===== src/rtl/wide_add_seq.sv =====
// wide_add_seq: multi-cycle WORDS*16-bit add/subtract built around one shared
// 16-bit carry-lookahead adder. One word goes through per cycle, LS word first,
// and the carry between words is held in a register.
//
// Ports
//   clk, rst_n                 clock, async active-low reset
//   start_valid/start_ready    request handshake (ready only in IDLE)
//   op_sub, a_in, b_in         operation and operands, sampled at accept
//   res_valid/res_ready        result handshake (valid only in DONE)
//   result, carry_out, overflow  W-bit result, carry out of MSB (sub: 1 = no
//                              borrow), two's-complement overflow

// 4-bit lookahead slice: local sum plus group generate/propagate.
module cla4 (
  input  logic [3:0] a,
  input  logic [3:0] b,
  input  logic       cin,
  output logic [3:0] s,
  output logic       gg,
  output logic       pg
);
  logic [3:0] g, p, c;
  assign g = a & b;
  assign p = a ^ b;
  assign c[0] = cin;
  assign c[1] = g[0] | (p[0] & cin);
  assign c[2] = g[1] | (p[1] & g[0]) | (p[1] & p[0] & cin);
  assign c[3] = g[2] | (p[2] & g[1]) | (p[2] & p[1] & g[0]) | (p[2] & p[1] & p[0] & cin);
  assign s  = p ^ c;
  assign gg = g[3] | (p[3] & g[2]) | (p[3] & p[2] & g[1]) | (p[3] & p[2] & p[1] & g[0]);
  assign pg = &p;
endmodule

// 16-bit adder: four cla4 slices with a second-level lookahead for slice carries.
module cla_16 (
  input  logic [15:0] in1,
  input  logic [15:0] in2,
  input  logic        cin,
  output logic [15:0] sum,
  output logic        cout
);
  logic [3:0] gg, pg;
  logic [4:0] cg;

  for (genvar i = 0; i < 4; i++) begin : g_slice
    cla4 u_cla4 (
      .a   (in1[4*i +: 4]),
      .b   (in2[4*i +: 4]),
      .cin (cg[i]),
      .s   (sum[4*i +: 4]),
      .gg  (gg[i]),
      .pg  (pg[i])
    );
  end

  assign cg[0] = cin;
  assign cg[1] = gg[0] | (pg[0] & cin);
  assign cg[2] = gg[1] | (pg[1] & gg[0]) | (pg[1] & pg[0] & cin);
  assign cg[3] = gg[2] | (pg[2] & gg[1]) | (pg[2] & pg[1] & gg[0])
               | (pg[2] & pg[1] & pg[0] & cin);
  assign cg[4] = gg[3] | (pg[3] & gg[2]) | (pg[3] & pg[2] & gg[1])
               | (pg[3] & pg[2] & pg[1] & gg[0]) | (pg[3] & pg[2] & pg[1] & pg[0] & cin);
  assign cout  = cg[4];
endmodule

module wide_add_seq #(
  parameter int WORDS = 4
) (
  input  logic                clk,
  input  logic                rst_n,
  input  logic                start_valid,
  output logic                start_ready,
  input  logic                op_sub,
  input  logic [16*WORDS-1:0] a_in,
  input  logic [16*WORDS-1:0] b_in,
  output logic                res_valid,
  input  logic                res_ready,
  output logic [16*WORDS-1:0] result,
  output logic                carry_out,
  output logic                overflow
);
  localparam int W = 16 * WORDS;

  typedef enum logic [1:0] {IDLE, RUN, DONE} state_t;

  state_t                   state;
  logic [WORDS-1:0][15:0]   a_r, b_r, res_w;  // b_r holds B' (B or ~B)
  logic [WORDS-1:0]         wsel;             // one-hot word index, bit 0 = word 0
  logic                     creg;
  logic [15:0]              in1, in2, sum;
  logic                     cout;

  // One-hot word select keeps the datapath free of any counter adder.
  always_comb begin
    in1 = '0;
    in2 = '0;
    for (int i = 0; i < WORDS; i++) begin
      in1 = in1 | (a_r[i] & {16{wsel[i]}});
      in2 = in2 | (b_r[i] & {16{wsel[i]}});
    end
  end

  cla_16 u_cla (
    .in1  (in1),
    .in2  (in2),
    .cin  (creg),
    .sum  (sum),
    .cout (cout)
  );

  assign result = res_w;

  always_ff @(posedge clk or negedge rst_n) begin
    if (!rst_n) begin
      state       <= IDLE;
      wsel        <= WORDS'(1);
      creg        <= 1'b0;
      a_r         <= '0;
      b_r         <= '0;
      res_w       <= '0;
      carry_out   <= 1'b0;
      overflow    <= 1'b0;
      res_valid   <= 1'b0;
      start_ready <= 1'b1;
    end else begin
      case (state)
        IDLE: if (start_valid) begin
          a_r         <= a_in;
          b_r         <= op_sub ? ~b_in : b_in;
          creg        <= op_sub;  // +1 completes the two's-complement of B
          wsel        <= WORDS'(1);
          start_ready <= 1'b0;
          state       <= RUN;
        end
        RUN: begin
          for (int i = 0; i < WORDS; i++)
            if (wsel[i]) res_w[i] <= sum;
          creg <= cout;
          if (wsel[WORDS-1]) begin
            carry_out <= cout;
            overflow  <= (a_r[WORDS-1][15] == b_r[WORDS-1][15]) &&
                         (sum[15] != a_r[WORDS-1][15]);
            res_valid <= 1'b1;
            state     <= DONE;
          end else begin
            wsel <= wsel << 1;
          end
        end
        DONE: if (res_ready) begin
          res_valid   <= 1'b0;
          start_ready <= 1'b1;
          state       <= IDLE;
        end
        default: state <= IDLE;
      endcase
    end
  end

  logic unused_w;
  assign unused_w = ^W;
endmodule


===== config.mk =====
export PLATFORM = sky130hd
export DESIGN_NAME = wide_add_seq
export DESIGN_NICKNAME = d
export VERILOG_FILES = /design/src/rtl/wide_add_seq.sv
export SDC_FILE = /design/constraint.sdc
export NUM_CORES = 1
export LEC_CHECK = 0
export ABC_AREA = 1
export CORE_UTILIZATION = 30
export CTS_BUF_LIST = sky130_fd_sc_hd__clkbuf_16
export CTS_CLUSTER_DIAMETER = 80
export DETAILED_ROUTE_END_ITERATION = 10
export HOLD_SLACK_MARGIN = 0.15
export SETUP_SLACK_MARGIN = 0.2
export SLEW_MARGIN = 10
export SYNTH_ARGS = -nofsm -noshare
export SYNTH_HDL_FRONTEND = slang
export SYNTH_SLANG_ARGS = --single-unit

===== constraint.sdc =====
create_clock -name clk -period 4.8 [get_ports clk]
set_clock_uncertainty 0.05 [all_clocks]
set_input_delay 0.96 -clock clk [delete_from_list [all_inputs] [get_ports clk]]
set_output_delay 0.96 -clock clk [all_outputs]
set_load 0.02 [all_outputs]

==> results of run 1 <==
[through the flow]
stage	hold WS, ns	instances
floorplan	0.399	1132
global placement	0.406	1679
detailed placement	0.413	1679
CTS	0.424	1719
global route	0.444	1719
finish	0.420	1719
[power groups by stage]
stage,combinational (µW),sequential (µW),clock (µW)
2_1_floorplan,2810,3200,0
3_3_place_gp,4620,3190,0
3_5_place_dp,4710,3200,0
4_1_cts,4740,3180,1830
5_1_grt,5260,3290,1900
6_report,4700,3190,1800
[flip-flops by register name (all words and copies together), names as in the netlist]
register     count
result          64
wsel             4
overflow         1
b_r             64
res_valid        1
a_r             64
carry_out        1
creg             1
start_ready      1
state            2
[layout make-up]
| class | count | area, µm² | area share (%) |
|---|---|---|---|
| Inverter | 43 | 161 | 1.28 |
| Clock inverter | 15 | 144 | 1.14 |
| Timing Repair Buffer | 210 | 2080 | 16.4 |
| Clock buffer | 25 | 626 | 4.95 |
| Sequential cell | 203 | 5080 | 40.2 |
| Tap cell | 396 | 495 | 3.92 |
| Multi-Input combinational cell | 827 | 4050 | 32.1 |
[cells by family after synthesis]
logic type | Yosys count
flip-flops | 203
adder cells (fa/ha/maj) | 20
XOR/XNOR | 70
buffers and inverters | 102
AND/OR/NAND/NOR | 619
AO/OA/AOI/OAI | 118
[worst paths after layout]
kind	slack, ns	end	from
min in group asynchronous	0.49	result[20]$_DFFE_PN0P_	rst_n
hold / removal	0.42	start_ready$_DFFE_PN1P_	start_ready$_DFFE_PN1P_
max in group asynchronous	3.11	a_r[34]$_DFFE_PN0P_	rst_n
setup / recovery	1.24	result[25]$_DFFE_PN0P_	wsel[2]$_DFFE_PN0P_
setup reg to reg	1.24	result[25]$_DFFE_PN0P_	wsel[2]$_DFFE_PN0P_
hold reg to reg	0.42	start_ready$_DFFE_PN1P_	start_ready$_DFFE_PN1P_
[synth_stat cells (all sizes together), types with 4 or more instances]
library cell,number
xor2,4
a21oi,6
xnor2,66
o22ai,6
fa,4
buf,27
clkbuf,32
nand4,27
nand3,39
nor2,19
nand2,528
inv,43
dfrtp,201
o21ai,100
ha,16
[critical path, cell delays in order (launching register included)]
cell     delay [ns]
dfrtp_1        1.06
inv_1          0.24
o22ai_1        0.24
nor2_1         0.11
inv_1          0.07
ha_1           0.13
nand2_1        0.06
nand2_1        0.08
nand2_1        0.05
nand2_1        0.08
a21oi_1        0.05
nand2_1        0.11
inv_1          0.07
fa_1           0.43
xnor2_1        0.48
nand2_1        0.11
nand2_1        0.08
[routing by layer]
metal / GRT usage [%] / up-vias
met1: 25.9 / 3739
met3: 2.99 / 29
met4: 2.77 / 0
met2: 26.9 / 264
li1: - / 3936
met5: 0 / -
==> key figures, run 1 <==
Outcome
  – Status: finished clean

Clock network
  – Hold_buf cts: 0
  – CTS tree: built
  – Clock-pin transition on the worst setup and hold timing paths: 0.06 ns
  – Root Buffer: clkbuf_16
  – Post-CTS resize count: 0
  – Clock Tree Buf Depth: 3
  – Clk Latency, worst-skew pair: slightly above 0.5 ns
  – CTS sink cnt: 203
  – H-Tree Level Count: 1
  – Setup Buffers After CTS: 0
  – Cts bufs inserted: 24

Power
  – Int Power: 5360 µW
  – Sw frac: 44.7%
  – Psw: around 4300 µW
  – Sequential share of power: 32.9%
  – Comb pwr share: 48.5%
  – LEAKAGE: 0.00597 µW
  – Pwr Density: about 770 nW/µm²
  – Final Total Pwr: 9690 µW
  – Power share of the clock group: a little under a fifth
  – Maximum VDD drop: ~0.39 mV

Routing
  – Pre-antenna DRT Iters: 5
  – Post-DRT Antenna Nets: 0
  – DR iter-0 viols: roughly 670
  – DR top layer: met4
  – Routed wire length per instance: about 17 µm
  – M1 WL: approximately 14 mm
  – Metal3 WL: about 1.7 mm
  – Met2 wire len: 12.5 mm
  – # DRC: 0
  – Vias per std cell: 4.64
  – Final wirelength: around 28 mm
  – DR vias: 7,968

Place
  – I/O Buffers: 200
  – GPL Wtd Cong: 0.885
  – Pre-CTS setup slack: 1.15 ns
  – Post-DP HPWL: 20.7 mm
  – Cell Area, Placed: between 10,000 and 15,000 µm²

Timing
  – Final setup margin: 1.24 ns
  – Relative slew slack: between 20% and 30%
  – RSZ-0062 raised after global routing: false
  – Final worst path period need: roughly 3.6 ns
  – Final Hold Fails: 0
  – Final setup fails: 0
  – Least-Margin Pin Slew: 1.12 ns
  – Max Clk Rate: roughly 280 MHz
  – Setup TNS: 0 ns
  – Slew Viols, Final: 0
  – Period utilisation layout: 74.1%

Critical path
  – Critical path required time: 5.20 ns
  – Setup CP Type: reg -> reg
  – CP max FO: 31
  – Critical path endpoint category: flop
  – Worst R2R Path Depth: 16
  – Crit start category: flop
  – Signal arrival time at the worst endpoint: a little under 4 ns

Floorplan
  – Die ar.: 32,500 µm²
  – # rows: 64
  – Initial core utilization: 30.9%
  – Die Y: 180 µm
  – Total I/O pin count: 201
  – Die width: 180 µm
  – Core footprint: 30,900 µm²

Synth
  – Simple-gate share of the synthesized area: 26.6%
  – Post-synth EDFFs: 0
  – Mapped Avg Cell Area: 8.43 µm²
  – Cell Area, Synth: around 9500 µm²
  – Main combinational cell family by area after synthesis: simple AND/OR/NAND/NOR gates
  – Synth area leader: dfrtp_1
  – Complex-gate fraction of the synthesized area: 6.48%
  – Synth Net Count: around 1,300
  – Post-synth top area share: 52.7%
  – Mux cell area share after synthesis: 0%
  – Synth Area in Adders: 2.94%
  – Post-synthesis xor/xnor area fraction: 6.42%
  – YS warnings: 0
  – Seq/Total Area, Yosys: 53.2%
  – Synth cell types: 32
  – Ys async rst share: 100%
  – Top area cells in the synthesized netlist: dfrtp_1, nand2_1, xnor2_1
  – Flops & latches, synth: 203
  – Top_reg_cell synth: dfrtp_1
  – Cells after Synth: 1,132

Worst hold path
  – Hold path cells: 2
  – Min-Delay Path Class: reg -> reg

Finish
  – Filler instances: 3,121
  – Ant. Diodes: 0
  – Area Overhead vs Synth: 32.4%
  – Final instance area: about 13,000 µm²
  – Final Core Density: 40.9%
  – Share of layout cells above drive strength 1: 5.14%
  – Most frequent cells in the layout: nand2_1, dfrtp_1, clkdlybuf4s50_1
  – Final net count: 1,462
  – Most common cell after layout, fill and taps aside: nand2_1

Global routing
  – Vias in the first global route: 7,726
  – Pin count of the biggest net entering global routing: approximately 130
  – First-pass GRT wire length: 44.5 mm
  – GR Util All Layers: 17.4%
  – GRT overflow: 0
  – Initial antenna violation count: 0

Job
  – Max_cap viols: 0
Note: power is estimated with default switching activity, not from simulation.
==> run 2: changes to the inputs <==
==> constraint.sdc (replaced) <==
create_clock -name clk -period 3.65 [get_ports clk]
set_clock_uncertainty 0.05 [all_clocks]
set_input_delay 0.73 -clock clk [delete_from_list [all_inputs] [get_ports clk]]
set_output_delay 0.73 -clock clk [all_outputs]
set_load 0.02 [all_outputs]
==> run 2 against run 1 <==
  * Clock-buffer cell count shrank 2
  * First-iteration DRC count shrank 12%
  * Register-to-register slack got worse by 0.75 ns
  * Critical path type unchanged
  * Non-clock buffer count up 1
  * Critical endpoint is now result[61]$_DFFE_PN0P_
==> key figures, run 2 (synthesized netlist as in run 1, its figures left out) <==
Critical path
  – CP max FO: 31 (unchanged)
  – Crit start category: flop
  – Critical path endpoint category: flop
  – Setup CP Type: reg -> reg
  – Critical path required time: 4.05 ns (-1.15 ns)
  – Signal arrival time at the worst endpoint: 3.56 ns (-0.40 ns)

Clock network
  – Root Buffer: clkbuf_16
  – Hold_buf cts: 0 (unchanged)
  – CTS tree: built
  – Clock-pin transition on the worst setup and hold timing paths: 0.06 ns (about the same)
  – CTS sink cnt: 203 (unchanged)
  – Setup Buffers After CTS: 0 (unchanged)
  – Cts bufs inserted: 23 (-4.2%)
  – Post-CTS resize count: 0 (unchanged)
  – H-Tree Level Count: 1 (unchanged)
  – Clk Latency, worst-skew pair: 0.51 ns (about the same)
  – Clock Tree Buf Depth: 3 (unchanged)

Outcome
  – Status: finished clean

Finish
  – Filler instances: 3,154 (+1.1%)
  – Area Overhead vs Synth: 32.0%
  – Final Core Density: 40.8% (-0.12 points)
  – Most frequent cells in the layout: nand2_1, dfrtp_1, clkdlybuf4s50_1
  – Share of layout cells above drive strength 1: 5.43% (+0.29 points)
  – Most common cell after layout, fill and taps aside: nand2_1
  – Multi-input logic area: 4050 µm² (unchanged)
  – Non-Filler Instances: 1,721 (+0.12%)
  – Final net count: 1,462 (unchanged)
  – Ant. Diodes: 0 (unchanged)
  – Register area: 5080 µm² (about the same)

Global routing
  – GR Util All Layers: 17.8% (+0.38 points)
  – GR Layer Usage met3: 3.19% (+0.20 points)
  – Pin count of the biggest net entering global routing: 146 (+11%)
  – GR Util met1: 25.9% (about the same)
  – M2 GR Usage: 27.3% (+0.34 points)
  – GRT overflow: 0 (unchanged)
  – Initial antenna violation count: 1 (+1)
  – Vias in the first global route: 7,890 (+2.1%)
  – Top Usage Layer GRT: met2
  – First-pass GRT wire length: 45.4 mm (+1.9%)

Routing
  – Vias per std cell: 4.61 (-0.52%)
  – DR vias: 7,936 (-0.40%)
  – Pre-antenna DRT Iters: 6 (+1)
  – DR iter-0 viols: 595 (-12%)
  – Routed wire length per instance: 16.7 µm (+1.3%)
  – Post-DRT Antenna Nets: 0 (unchanged)
  – # DRC: 0 (unchanged)
  – Final wirelength: 28.8 mm (+1.5%)

Worst hold path
  – Min-Delay Path Class: in -> async

Power
  – Pwr Density: 991 nW/µm² (+29%)
  – Maximum VDD drop: 0.494 mV (+25%)
  – LEAKAGE: 0.00594 µW (-0.49%)

Timing
  – Final worst path period need: 3.16 ns (-0.396 ns)
  – Final setup fails: 0 (unchanged)
  – Final setup margin: 0.489 ns (-0.754 ns)
  – RSZ-0062 raised after global routing: false
  – Final Hold Fails: 0 (unchanged)
  – Least-Margin Pin Slew: 1.03 ns (-0.0889 ns)
  – Setup TNS: 0 ns (unchanged)
  – WHS: 0.239 ns (-0.181 ns)
  – Period utilisation layout: 86.6% (+12 points)
  – Slew Viols, Final: 0 (unchanged)
  – Max Clk Rate: 316 MHz (+13%)
  – Relative slew slack: 31.5% (+5.9 points)

Place
  – I/O Buffers: 200 (unchanged)
  – Dpl cells: 1,680 (+0.060%)
  – Pre-CTS setup slack: 0.388 ns (-0.766 ns)
  – GPL Wtd Cong: 0.840 (-5.1%)
  – Post-DP HPWL: 21.5 mm (+4.0%)

Job
  – Max_cap viols: 0 (unchanged)

Floorplan
  – Total I/O pin count: 201 (unchanged)
  – Core footprint: 30,900 µm² (unchanged)
  – Die width: 180 µm (unchanged)
  – Initial core utilization: 30.9% (unchanged)
  – Die ar.: 32,500 µm² (unchanged)
  – # rows: 64 (unchanged)
  – Die Y: 180 µm (unchanged)
run 2: cell types whose count changed in the layout (fill, tap and decap cells not counted), sizes merged:
cell	before	now
clkinvlp	1	2
buf	11	12
clkbuf	26	24
inv	47	46
clkinv	7	13
bufinv	3	0
run 2: where the power goes:
part	switching, µW	internal [µW]
clock network	923	1150
logic	3920	2280
registers	866	3340
total	5710	6770
run 2: final cells by class:
class,count,share of cell area (%)
clock inverter,18,0.774
clock buffer,23,4.57
multi-input combinational,827,32.2
inverter,43,1.28
sequential,203,40.3
tap,396,3.93
timing repair buffer,211,16.9
run 2: per-layer routing:
metal	up-vias	routed length [µm]
li1	3938	-
met1	3701	13800
met2	254	12700
met3	43	1650
met4	0	707
met5	-	0
run 2: worst max-delay path, stage by stage, from the launching register on:
cell,delay (ns)
dfstp_2,0.90
nand2_1,0.17
nand4_1,0.16
ha_1,0.32
nand2_1,0.10
nand2_1,0.07
nand2_1,0.06
nand2_1,0.05
a21oi_1,0.21
nand2_4,0.11
fa_1,0.44
xor2_1,0.28
nand2_1,0.08
nand2_1,0.09
run 2: final timing paths:
| path | end | cells after the start | slack, ns | from |
|---|---|---|---|---|
| min in group clk | start_ready$_DFFE_PN1P_ | 2 | 0.42 | start_ready$_DFFE_PN1P_ |
| min | result[20]$_DFFE_PN0P_ | 1 | 0.24 | rst_n |
| max in group asynchronous | start_ready$_DFFE_PN1P_ | 2 | 2.46 | rst_n |
| min reg2reg | start_ready$_DFFE_PN1P_ | 2 | 0.42 | start_ready$_DFFE_PN1P_ |
| max | result[61]$_DFFE_PN0P_ | 13 | 0.49 | wsel[0]$_DFFE_PN1P_ |
| max reg2reg | result[61]$_DFFE_PN0P_ | 13 | 0.49 | wsel[0]$_DFFE_PN1P_ |
run 2: through the flow:
stage	area, µm²	total power [µW]
final	12600	12500
after floorplan	9550	7900
after detailed placement	11900	10500
after global routing	12600	13500
after CTS	12600	12600
after global placement	11900	10400
==> run 3: changes to the inputs <==
--- a/config.mk
+++ b/config.mk
@@ -16,3 +16,4 @@
 export SYNTH_ARGS = -nofsm -noshare
 export SYNTH_HDL_FRONTEND = slang
 export SYNTH_SLANG_ARGS = --single-unit
+export TNS_END_PERCENT = 30
==> results of run 3 <==
The final DEF is identical to that of run 2; final timing and power are the same.
